`src/rtl/ts_pack_pkg.sv`:
```
// Shared constants and helpers for the transport-stream word packer.
package ts_pack_pkg;

   localparam int PACK_ALIGNED = 0;
   localparam int PACK_DENSE   = 1;

   function automatic int clog2(input int v);
      int r;
      r = 0;
      while ((1 << r) < v) r = r + 1;
      return r;
   endfunction

   // Word record is {last, fill, data}, MSB to LSB.
   function automatic int word_w(input int out_w);
      return 1 + clog2(out_w + 1) + out_w;
   endfunction

endpackage

```
`src/rtl/sync_fwft_fifo.sv`:
```
// First-word-fall-through FIFO: head is visible while non-empty, pops on rd_rdy.
// A write into a full FIFO is refused unless a read happens on the same edge.
module sync_fwft_fifo
   import ts_pack_pkg::*;
#(
   parameter int W     = 8,
   parameter int DEPTH = 16
)(
   input  logic                      clk,
   input  logic                      rst_n,
   input  logic                      wr_vld,
   input  logic [W-1:0]              wr_dat,
   input  logic                      rd_rdy,
   output logic [W-1:0]              rd_dat,
   output logic                      full,
   output logic                      empty,
   output logic [clog2(DEPTH+1)-1:0] level
);

   localparam int AW = clog2(DEPTH);
   localparam int LW = clog2(DEPTH + 1);

   logic [W-1:0]  mem [DEPTH];
   logic [AW-1:0] wr_ptr;
   logic [AW-1:0] rd_ptr;
   logic [LW-1:0] cnt;
   logic          do_wr;
   logic          do_rd;

   assign full  = (cnt == LW'(DEPTH));
   assign empty = (cnt == '0);
   assign do_rd = rd_rdy & ~empty;
   assign do_wr = wr_vld & (~full | do_rd);

   always_ff @(posedge clk or negedge rst_n) begin
      if (!rst_n) begin
         wr_ptr <= '0;
         rd_ptr <= '0;
         cnt    <= '0;
      end else begin
         if (do_wr) wr_ptr <= wr_ptr + 1'b1;
         if (do_rd) rd_ptr <= rd_ptr + 1'b1;
         cnt <= cnt + LW'(do_wr) - LW'(do_rd);
      end
   end

   always_ff @(posedge clk) begin
      if (do_wr) mem[wr_ptr] <= wr_dat;
   end

   // Empty FIFO presents zeros rather than stale storage.
   assign rd_dat = empty ? '0 : mem[rd_ptr];
   assign level  = cnt;

endmodule

```
`src/rtl/ts_word_packer.sv`:
```
// Packs IN_W-bit symbols into OUT_W-bit words (aligned or dense); closed word -> m_valid in 2 cycles.
// Source cannot stall: a word pushed into a full FIFO without a pop is dropped and counted.
module ts_word_packer
   import ts_pack_pkg::*;
#(
   parameter int IN_W       = 10,
   parameter int OUT_W      = 32,
   parameter int PACK_MODE  = 0,
   parameter int FIFO_DEPTH = 16,
   parameter int CNT_W      = 16
)(
   input  logic                           clk,
   input  logic                           rst_n,
   input  logic                           in_valid,
   input  logic [IN_W-1:0]                in_data,
   input  logic                           in_last,
   output logic [OUT_W-1:0]               m_data,
   output logic [clog2(OUT_W+1)-1:0]      m_fill,
   output logic                           m_last,
   output logic                           m_valid,
   input  logic                           m_ready,
   output logic [clog2(FIFO_DEPTH+1)-1:0] fifo_level,
   input  logic                           clear_err,
   output logic                           err_overflow,
   output logic [CNT_W-1:0]               drop_cnt
);

   localparam int FILL_W = clog2(OUT_W + 1);
   localparam int SUM_W  = clog2(2 * OUT_W + 1);
   localparam int WIDE_W = 2 * OUT_W;
   localparam int N_SYM  = OUT_W / IN_W;
   localparam int WORD_W = word_w(OUT_W);
   // Bit count at which a word closes: full width when dense, N whole symbols when aligned.
   localparam logic [SUM_W-1:0] FULL_BITS = (PACK_MODE == PACK_DENSE) ?
                                            SUM_W'(OUT_W) : SUM_W'(N_SYM * IN_W);

   typedef struct packed {
      logic              last;
      logic [FILL_W-1:0] fill;
      logic [OUT_W-1:0]  data;
   } word_t;

   logic [OUT_W-1:0]  acc, acc_nxt;
   logic [FILL_W-1:0] bits, bits_nxt;
   logic              flush_q, flush_nxt;
   logic [WIDE_W-1:0] wide;
   logic [SUM_W-1:0]  sum;
   logic              close_vld;
   word_t             close_word;
   logic              stg_vld;
   word_t             stg_word;
   word_t             head_dat;
   logic              fifo_full;
   logic              fifo_empty;
   logic              drop;

   always_comb begin
      wide       = WIDE_W'(acc) | (WIDE_W'(in_data) << bits);
      sum        = SUM_W'(bits) + SUM_W'(IN_W);
      acc_nxt    = acc;
      bits_nxt   = bits;
      flush_nxt  = 1'b0;
      close_vld  = 1'b0;
      close_word = '0;
      if (flush_q) begin
         // Residue goes out alone; a symbol arriving now opens a fresh accumulator.
         close_vld       = 1'b1;
         close_word.last = 1'b1;
         close_word.fill = bits;
         close_word.data = acc;
         acc_nxt         = '0;
         bits_nxt        = '0;
         if (in_valid) begin
            acc_nxt   = OUT_W'(in_data);
            bits_nxt  = FILL_W'(IN_W);
            flush_nxt = in_last;
         end
      end else if (in_valid) begin
         if (sum >= FULL_BITS) begin
            close_vld       = 1'b1;
            close_word.data = wide[OUT_W-1:0];
            close_word.fill = (PACK_MODE == PACK_DENSE) ? FILL_W'(OUT_W) : FILL_W'(sum);
            acc_nxt         = wide[WIDE_W-1:OUT_W];
            bits_nxt        = FILL_W'(sum - FULL_BITS);
            if (in_last) begin
               if (bits_nxt == '0) close_word.last = 1'b1;
               else                flush_nxt       = 1'b1;
            end
         end else if (in_last) begin
            close_vld       = 1'b1;
            close_word.data = wide[OUT_W-1:0];
            close_word.fill = FILL_W'(sum);
            close_word.last = 1'b1;
            acc_nxt         = '0;
            bits_nxt        = '0;
         end else begin
            acc_nxt  = wide[OUT_W-1:0];
            bits_nxt = FILL_W'(sum);
         end
      end
   end

   assign m_valid = ~fifo_empty;
   assign drop    = stg_vld & fifo_full & ~(m_valid & m_ready);

   always_ff @(posedge clk or negedge rst_n) begin
      if (!rst_n) begin
         acc          <= '0;
         bits         <= '0;
         flush_q      <= 1'b0;
         stg_vld      <= 1'b0;
         stg_word     <= '0;
         err_overflow <= 1'b0;
         drop_cnt     <= '0;
      end else begin
         acc      <= acc_nxt;
         bits     <= bits_nxt;
         flush_q  <= flush_nxt;
         stg_vld  <= close_vld;
         stg_word <= close_word;
         if (clear_err) begin
            err_overflow <= 1'b0;
            drop_cnt     <= '0;
         end else if (drop) begin
            err_overflow <= 1'b1;
            if (drop_cnt != {CNT_W{1'b1}}) drop_cnt <= drop_cnt + 1'b1;
         end
      end
   end

   sync_fwft_fifo #(
      .W     (WORD_W),
      .DEPTH (FIFO_DEPTH)
   ) u_fifo (
      .clk    (clk),
      .rst_n  (rst_n),
      .wr_vld (stg_vld),
      .wr_dat (stg_word),
      .rd_rdy (m_ready),
      .rd_dat (head_dat),
      .full   (fifo_full),
      .empty  (fifo_empty),
      .level  (fifo_level)
   );

   assign m_data = head_dat.data;
   assign m_fill = head_dat.fill;
   assign m_last = head_dat.last;

endmodule

```
`config.mk`:
```
export PLATFORM = sky130hd
export DESIGN_NAME = ts_word_packer
export DESIGN_NICKNAME = d
export VERILOG_FILES = /design/src/rtl/ts_pack_pkg.sv /design/src/rtl/sync_fwft_fifo.sv /design/src/rtl/ts_word_packer.sv
export SDC_FILE = /design/constraint.sdc
export NUM_CORES = 1
export LEC_CHECK = 0
export CORE_ASPECT_RATIO = 1.5
export CORE_MARGIN = 10
export CORE_UTILIZATION = 45
export DETAILED_ROUTE_END_ITERATION = 8
export DONT_BUFFER_PORTS = 1
export SLEW_MARGIN = 15
export SYNTH_ARGS = -nofsm -noshare
export SYNTH_HDL_FRONTEND = slang
export SYNTH_SLANG_ARGS = --single-unit
```
`constraint.sdc`:
```
create_clock -name clk -period 4.5 [get_ports clk]
set_input_delay 0.9 -clock clk [delete_from_list [all_inputs] [get_ports clk]]
set_output_delay 0.9 -clock clk [all_outputs]
set_load 0.01 [all_outputs]
```
Yosys cells after proc, flatten, opt, wreduce, memory -nomap -nowiden

Memories as Yosys holds them, arrays and structs flattened.
Index checks and enable logic that the tools add are counted.

Add/sub/neg operators: 7
Mux-type cells: 34
Order comparisons: 1
Equal/unequal tests: 2
Bitwise operators: 9
Shift-type cells: 1
Reductions and logical operators: 6

Operators by type and width:

| cell                                                              | number |
|---|---|
| two-way mux 39 bit                                                | 5 |
| two-way mux 32 bit                                                | 4 |
| OR 32 x 64 -> 64 bit                                              | 1 |
| left shift 10 x 6 -> 64 bit                                       | 1 |
| two-way mux 16 bit                                                | 3 |
| two-way mux 6 bit                                                 | 4 |
| adder 16 x 1 -> 16 bit, second input constant                     | 1 |
| two-way mux 1 bit                                                 | 16 |
| != test 16 bit, second input constant                             | 1 |
| two-way mux 10 bit                                                | 1 |
| adder 4 x 1 -> 4 bit, second input constant                       | 2 |
| adder 6 x 4 -> 7 bit, second input constant                       | 1 |
| greater-or-equal comparator 7 x 5 -> 1 bit, second input constant | 1 |
| logical NOT 6 bit                                                 | 1 |
| nonzero test 2 bit                                                | 3 |
| subtractor 6 x 5 -> 6 bit, second input constant                  | 1 |
| adder 5 x 1 -> 5 bit                                              | 1 |
| == test 5 bit, second input constant                              | 1 |
| logical NOT 5 bit                                                 | 1 |
| subtractor 5 x 1 -> 5 bit                                         | 1 |
| bitwise AND 1 bit                                                 | 4 |
| two-way mux 4 bit                                                 | 1 |
| NOT 1 bit                                                         | 3 |
| AND reduction 2 bit                                               | 1 |
| OR 1 bit                                                          | 1 |

Word-level logic and storage cells: 73
Input bits: 16
Bits in writable memories: 624
Memories kept: 1
Bits in registers: 109
Output and inout port bits: 62

Memory list:

| memory     | words | width | read ports | clocked after memory_dff | wr ports | line                 | text |
|---|---|---|---|---|---|---|---|
| u_fifo.mem | 16    | 39    | 1          | 0                        | 1        | sync_fwft_fifo.sv:23 | `logic [W-1:0] mem [DEPTH];` |

Depth between registers and ports, before layout

Gate-level depths: netlist (run 1).

Depth after elaboration: 8
Mapped depth: 14
Depth with buffers taken out: 13

By module

A second synthesis (run 1) with hierarchy kept.

Cells, all modules: 1631
Area total of the unflattened synthesis: 29739.8 um^2

Modules (own cells, without submodules):

| module         | cells an instance | sequential area each (um^2) | area each (um^2) | times used |
|---|---|---|---|---|
| sync_fwft_fifo | 1082              | 19063.3                     | 24579.8          | 1 |
| ts_word_packer | 549               | 2352.3                      | 5159.9           | 1 |

Worst setup path before layout (run 1)

Ideal clock, no wire load.

Kind: input port to flip-flop
Start point: in m_ready
End point: mem u_fifo.mem[3][0] (netlist name), enable pin
Setup slack: -0.224 ns
Setup time: 0.480 ns
Buffers on the path: 0
Data required time: 4.020 ns
Stages on the path: 4
Data arrival time: 4.244 ns
Cell sequence: nor2b_1 -> a21boi_1 -> nand2_1 -> nor3_1

Word-level cells in the longest chain between the ends: 5

Ends and longest elaborated chain:

| item                                    | line                 | text |
|---|---|---|
| start, declared                         | ts_word_packer.sv:21 | `input logic m_ready,` |
| bitwise AND 1 bit                       | sync_fwft_fifo.sv:32 | `assign do_rd = rd_rdy & ~empty;` |
| OR 1 bit                                | sync_fwft_fifo.sv:33 | `assign do_wr = wr_vld & (~full \| do_rd);` |
| bitwise AND 1 bit                       | sync_fwft_fifo.sv:33 |  |
| two-way mux 1 bit                       | sync_fwft_fifo.sv:48 | `if (do_wr) mem[wr_ptr] <= wr_dat;` |
| two-way mux 1 bit (implied by the code) | sync_fwft_fifo.sv:48 |  |
| end, declared                           | sync_fwft_fifo.sv:23 |  |

Every way passes these cells.

Final worst setup path (run 1)

Start point: reg u_fifo.rd_ptr[0]
End point: out m_data[5]

Word-level cells in the longest chain between the ends: 2

Ends and longest elaborated chain:

| item                      | line                 | text |
|---|---|---|
| start, declared           | sync_fwft_fifo.sv:25 | `logic [AW-1:0] rd_ptr;` |
| start signal, assigned    | sync_fwft_fifo.sv:42 | `if (do_rd) rd_ptr <= rd_ptr + 1'b1;` |
| memory read (16 x 39 bit) | n/a                  |  |
| two-way mux 39 bit        | sync_fwft_fifo.sv:52 | `assign rd_dat = empty ? '0 : mem[rd_ptr];` |
| end, declared             | ts_word_packer.sv:17 | `output logic [OUT_W-1:0] m_data,` |

Every way passes these cells.

==> flow_metrics.env, run 1 <==
export IMPL_clkTransAtPathRegs_ps=70
export IMPL_r2r_start="bits[1]$_DFFE_PN0P_"
export IMPL_p_leak_nw=10.8
export IMPL_p_per_area_nw_per_um2=663
export IMPL_die_y_microns=329
export IMPL_slew_headroom_pct=28.7
export IMPL_worstSkewPairLatency_ps=590
export IMPL_synthArstFlopShare_pct=15.0
export IMPL_ff2ff_setup_slack_ps=990
export IMPL_grtUsageTotal_pct=18.4
export IMPL_synthesis_instances=1508
export IMPL_cts_tree="yes"
export IMPL_rows=113
export IMPL_antenna_cells=0
export IMPL_post_place_ws_ps=966
export IMPL_grt_ovfl_total=0
export IMPL_outcome="finished clean"
export IMPL_max_cap_violations=0
export IMPL_multi_input_area_sq_um=7440
export IMPL_cts_resized_gates=0
export IMPL_synth_distinct_cells=60
export IMPL_worst_setup_path_end_kind="output pin"
export IMPL_setup_viol=0
export IMPL_clockBufferDepth=3
export IMPL_gp_congestion=0.880
export IMPL_finalMaxSlewViolations=0
export IMPL_timing_rr_end="acc[31]$_DFFE_PN0P_"
export IMPL_synthesis_nets=1539
export IMPL_vias=14400
export IMPL_drt_iter0_drc=1301
export IMPL_worst_slack_ps=374
export IMPL_drive_gt1_share_pct=23.3
export IMPL_core_area_sq_um=63300
export IMPL_hpwl_mm=37.2
export IMPL_path_class="reg -> out"
export IMPL_fill_cells=5020
export IMPL_required_ps=3600
export IMPL_yosysSeqAreaShare_pct=72.9
export IMPL_clock_skew_ps=16.5
export IMPL_antenna_found_initial=3
export IMPL_cp_max_fo=26
export IMPL_rsz0062_at_grt="no"
export IMPL_h_tree_depth=3
export IMPL_synth_area_sq_um=28700
export IMPL_yosys_top_cells_count="edfxtp_1, mux4_2, dfrtp_1"
export IMPL_synth_avg_cell_area_sq_um=19.0
export IMPL_vdd_ir_drop_max_mv=0.368
export IMPL_synth_ff_type="edfxtp_1"
export IMPL_fin_setup_tns_ps=0
export IMPL_grt_max_degree=108
export IMPL_cts_root_buf="clkbuf_16"
export IMPL_seqCellArea_sq_um=20900
export IMPL_crit_arrival_ps=3230
export IMPL_firstDrtPassIters=5
export IMPL_synth_edf_count=608
export IMPL_ios=78
export IMPL_clkSinkCount=715
export IMPL_wl_per_cell_microns=27.9
export IMPL_grt_pass1_wl_mm=101
export IMPL_hold_path_class="in -> async"
export IMPL_floorplan_initialDensity_pct=45.3
export IMPL_drc_errors=0
export IMPL_synth_top_area_share_pct=63.6
export IMPL_drt_wl_total_mm=66.9
export IMPL_drt_antenna_violating_nets=0
export IMPL_period_minus_slack_ps=4130
export IMPL_rr_worst_depth=9
export IMPL_worstMarginPinSlew_ps=1060
export IMPL_ys_warnings_count=0
export IMPL_cp_start_kind="register"
export IMPL_syn_to_final_growth_pct=11.9
export IMPL_yosysTopAreaCell="edfxtp_1"
export IMPL_yosysMostFrequentCell="edfxtp_1"
export IMPL_fin_nets=1573
export IMPL_cts_made_buffers=66
export IMPL_fmax_ghz=0.242
export IMPL_grt_pass1_vias=15300
export IMPL_viasPerCell=5.99
export IMPL_die_w_microns=226
export IMPL_ys_ff_latch=715
export IMPL_hold_viol=0
export IMPL_port_buffers=0
export IMPL_finalCritPeriodShare_pct=91.7
export IMPL_dieArea_sq_um=74500
export IMPL_synthTopCellsByArea="edfxtp_1, mux4_2, dfrtp_1"
[layout by cell type (no fill, tap or decap), types with 17 or more instances in the layout]
master and count:
o21ai_0 43, nor2_1 66, edfxtp_1 608, clkbuf_16 69, mux4_2 190, nand2_1 56, a21oi_1 66, dfrtp_1 103
xnor2_1 17, inv_1 20, and2_1 42, o2bb2ai_1 17, buf_4 38
[layer usage]
layer / up-vias / global-route usage, % / share of wire, %
met5: - / 0 / 0
met4: 0 / 6.61 / 2.7
met3: 111 / 3.65 / 5.8
met2: 441 / 31.0 / 52
met1: 7673 / 23.3 / 40
li1: 6127 / - / -
[metrics by stage]
| step | power, W | hold WS (ps) | area, sq um | utilization (%) | std cells |
|---|---|---|---|---|---|
| after detailed placement | 0.0161 | 477 | 30000 | 47.4 | 2278 |
| after CTS | 0.0216 | 266 | 32100 | 50.7 | 2396 |
| final | 0.0213 | 232 | 32100 | 50.7 | 2396 |
| after floorplan | 0.0140 | 457 | 28700 | - | 1508 |
| after global routing | 0.0224 | 277 | 32100 | 50.7 | 2396 |
| after global placement | 0.0160 | 471 | 30000 | 47.4 | 2278 |
[worst max-delay path, cell delays in order, from the launching register on]
cell	delay (ps)
dfrtp_4	790
buf_4	470
mux4_2	580
mux4_2	530
and2_1	220
[logic make-up (layout without fill, tap and decap cells)]
| group | after synthesis | in the layout | share of synthesized area [%] |
|---|---|---|---|
| mux | 204 | 204 | 15.4 |
| flops | 715 | 715 | 72.9 |
| simple gates | 244 | 244 | 4.11 |
| other cells | 1 | 1 | 0.0131 |
| xor+xnor | 31 | 31 | 0.946 |
| compound gates | 189 | 189 | 4.24 |
| fa+ha+maj | 15 | 15 | 0.680 |
| buf+inv | 109 | 192 | 1.69 |
[power breakdown]
part	total, W	internal, W	switching (W)
sequential	0.00969	0.00856	0.00112
clock	0.00542	0.00305	0.00237
combinational	0.00619	0.00287	0.00332
[how the worst max path moves through the flow]
stage                            startpoint                          end  depth (start not counted)
6_report       u_fifo.rd_ptr[0]$_DFFE_PN0N_                    m_data[5]                          4
5_1_grt        u_fifo.rd_ptr[0]$_DFFE_PN0N_                    m_data[5]                          4
4_1_cts        u_fifo.rd_ptr[0]$_DFFE_PN0N_                    m_data[5]                          4
3_5_place_dp   u_fifo.rd_ptr[0]$_DFFE_PN0N_                    m_data[5]                          4
3_3_place_gp   u_fifo.rd_ptr[0]$_DFFE_PN0N_                   m_data[20]                          4
2_1_floorplan                       m_ready  u_fifo.mem[15][0]$_DFFE_PP_                          4
[area by class of cell]
cell class / count / share of cell area (%)
clock buffers: 87 / 5.71
clock inverters: 30 / 0.736
inverters: 23 / 0.269
multi-input cells: 684 / 23.2
flip-flops and latches: 715 / 65.2
well taps: 805 / 3.14
repair buffers: 52 / 1.78
[registers in the layout (all words and copies together), names as in the netlist]
name	count
err_overflow	1
acc	32
bits	5
flush_q	1
u_fifo.level	5
u_fifo.wr_ptr	4
u_fifo.mem	608
stg_vld	1
drop_cnt	16
stg_word	38
u_fifo.rd_ptr	4
[what timing repair did]
action,CTS,global route
endpoints found under the setup margin,0,0
setup buffers,0,0
hold buffers,1,0
hold endpoints to repair,107,0
Note: power is estimated with default switching activity, not from simulation.
==> inputs of run 2 (changes only) <==
PLACE_DENSITY = 0.69   (was not set)
==> run 2 against run 1 <==
  * Core utilization up 0.099 points
  * Maximum frequency up 3.4%
  * Sequential power about the same
  * Setup slack better by 140 ps
  * Global-route usage down 0.66 points
  * Power down 0.18%
  * Via count down 0.19%
  * Clock-buffer cell count down 18
  * Critical path depth unchanged
  * Cell count down 0.38%
  * Largest cell class unchanged
  * Highest routed layer unchanged
==> flow_metrics.env, run 2 (same netlist as run 1, synthesis figures left out) <==
export IMPL_crit_arrival_ps=3090
export IMPL_max_stage_delay_ps=920
export IMPL_dieArea_sq_um=74500
export IMPL_fin_nets=1562
export IMPL_p_per_area_nw_per_um2=660
export IMPL_rsz0062_at_grt="no"
export IMPL_reg_top3="u_fifo.mem (608), stg_word (38), acc (32)"
export IMPL_largest_reg_flops=608
export IMPL_cts_tree="yes"
export IMPL_timing_rr_end="u_fifo.mem[1][23]$_DFFE_PP_"
export IMPL_drt_iter0_drc=1314
export IMPL_syn_to_final_growth_pct=12.1
export IMPL_worstMarginPinSlew_ps=1120
export IMPL_rr_worst_depth=7
export IMPL_most_common_layout_cells="edfxtp_1, mux4_2, dfrtp_1"
export IMPL_cts_setup_buffers=0
export IMPL_floorplan_initialDensity_pct=45.3
export IMPL_drt_antenna_violating_nets=0
export IMPL_slowest_stage="dfrtp_4"
export IMPL_grt_ovfl_total=0
export IMPL_path_class="reg -> out"
export IMPL_dp_cells=2274
export IMPL_setup_viol=0
export IMPL_firstDrtPassIters=5
export IMPL_required_ps=3600
export IMPL_vdd_ir_drop_max_mv=0.337
export IMPL_die_y_microns=329
export IMPL_core_area_sq_um=63300
export IMPL_grtUsageTotal_pct=17.7
export IMPL_largest_register="u_fifo.mem"
export IMPL_grt_max_degree=108
export IMPL_period_minus_slack_ps=3990
export IMPL_multi_input_area_sq_um=7440
export IMPL_seqCellArea_sq_um=20900
export IMPL_vias=14300
export IMPL_outcome="finished clean"
export IMPL_die_w_microns=226
export IMPL_wl_per_cell_microns=27.3
export IMPL_cts_made_buffers=59
export IMPL_hold_path_class="in -> async"
export IMPL_fin_cells=2387
export IMPL_hpwl_mm=37.3
export IMPL_r2r_start="u_fifo.level[2]$_DFF_PN0_"
export IMPL_clock_skew_ps=20.6
export IMPL_final_common_cell="edfxtp_1"
export IMPL_crit_path_frequent_cell="mux4_2"
export IMPL_drt_wl_total_mm=65.2
export IMPL_drive_gt1_share_pct=23.9
export IMPL_finalMaxSlewViolations=0
export IMPL_antenna_found_initial=0
export IMPL_viasPerCell=6.00
export IMPL_slew_headroom_pct=24.6
export IMPL_max_cap_violations=0
export IMPL_port_buffers=0
export IMPL_cp_start_kind="register"
export IMPL_cp_cell_sequence="buf_4 -> mux4_2 -> mux4_2 -> and2_1"
export IMPL_h_tree_depth=2
export IMPL_cts_resized_gates=0
export IMPL_worst_setup_path_end_kind="output pin"
export IMPL_hold_viol=0
export IMPL_finalCritPeriodShare_pct=88.6
export IMPL_grt_pass1_wl_mm=98.5
export IMPL_worstSkewPairLatency_ps=620
export IMPL_grt_pass1_vias=15300
export IMPL_gp_congestion=0.911
export IMPL_fill_cells=4932
export IMPL_clockBufferDepth=3
export IMPL_fin_setup_tns_ps=0
export IMPL_clkTransAtPathRegs_ps=70
export IMPL_ff2ff_setup_slack_ps=870
export IMPL_drc_errors=0
export IMPL_p_leak_nw=10.8
export IMPL_clkSinkCount=715
export IMPL_fmax_ghz=0.251
export IMPL_rows=113
export IMPL_cts_root_buf="clkbuf_16"
export IMPL_ios=78
export IMPL_cp_max_fo=49
## run 2: worst max-delay path: cells and delay by family, from the launching register on
kind                   cells  cell delay (ps)
AND/OR/NAND/NOR            1              230
buffers and inverters      1              440
flip-flops                 1              920
multiplexers               2              840
## run 2: timing repair
item	in CTS	in global routing
hold buffers	1	0
endpoints found under the hold margin	107	0
endpoints found under the setup margin	0	0
## run 2: cell type report
class | instances | area share (%)
clock inverter | 42 | 1.36
inverter | 23 | 0.268
tap | 805 | 3.13
antenna | 1 | 0.00778
clock buffer | 69 | 4.93
multi-input combinational | 684 | 23.1
timing repair buffer | 48 | 2.11
sequential | 715 | 65.1
## run 2: stage by stage
stage / setup slack, ps / instance area, sq um / util [%] / hold slack [ps] / total power [W]
finish: 511 / 32200 / 50.8 / 123 / 0.0213
floorplan: 791 / 28700 / - / 457 / 0.0140
global route: 370 / 32200 / 50.8 / 228 / 0.0222
CTS: 430 / 32200 / 50.8 / 210 / 0.0215
global placement: 898 / 30100 / 47.6 / 472 / 0.0160
detailed placement: 851 / 30100 / 47.6 / 474 / 0.0162
## run 2: worst max path at each step
stage | startpoint | endpoint | slack, ps | cells after the start
floorplan | m_ready | u_fifo.mem[15][0]$_DFFE_PP_ | 790 | 4
global placement | m_ready | u_fifo.mem[1][22]$_DFFE_PP_ | 900 | 5
detailed placement | m_ready | u_fifo.mem[1][22]$_DFFE_PP_ | 850 | 5
CTS | u_fifo.rd_ptr[1]$_DFFE_PN0N_ | m_data[21] | 430 | 4
global route | u_fifo.rd_ptr[1]$_DFFE_PN0N_ | m_data[21] | 370 | 4
finish | u_fifo.rd_ptr[1]$_DFFE_PN0N_ | m_data[21] | 510 | 4
## run 2: power breakdown
part / internal, W / switching, W
clock: 0.00295 / 0.00236
combinational: 0.00291 / 0.00332
sequential: 0.00856 / 0.00115
total: 0.0144 / 0.00684
## run 2: layer usage
metal | GRT usage (%) | wire length, microns | vias up | share of wire [%]
li1 | - | - | 6099 | -
met5 | 0 | 0 | - | 0
met3 | 2.99 | 4170 | 119 | 6.4
met4 | 6.93 | 2320 | 0 | 3.6
met2 | 30.3 | 33800 | 529 | 52
met1 | 22.2 | 24900 | 7578 | 38
==> inputs of run 3 (changes only) <==
HOLD_SLACK_MARGIN = 0.08   (was not set)
==> results of run 3 <==
No change in the layout: final DEF, timing and power equal those of run 2.
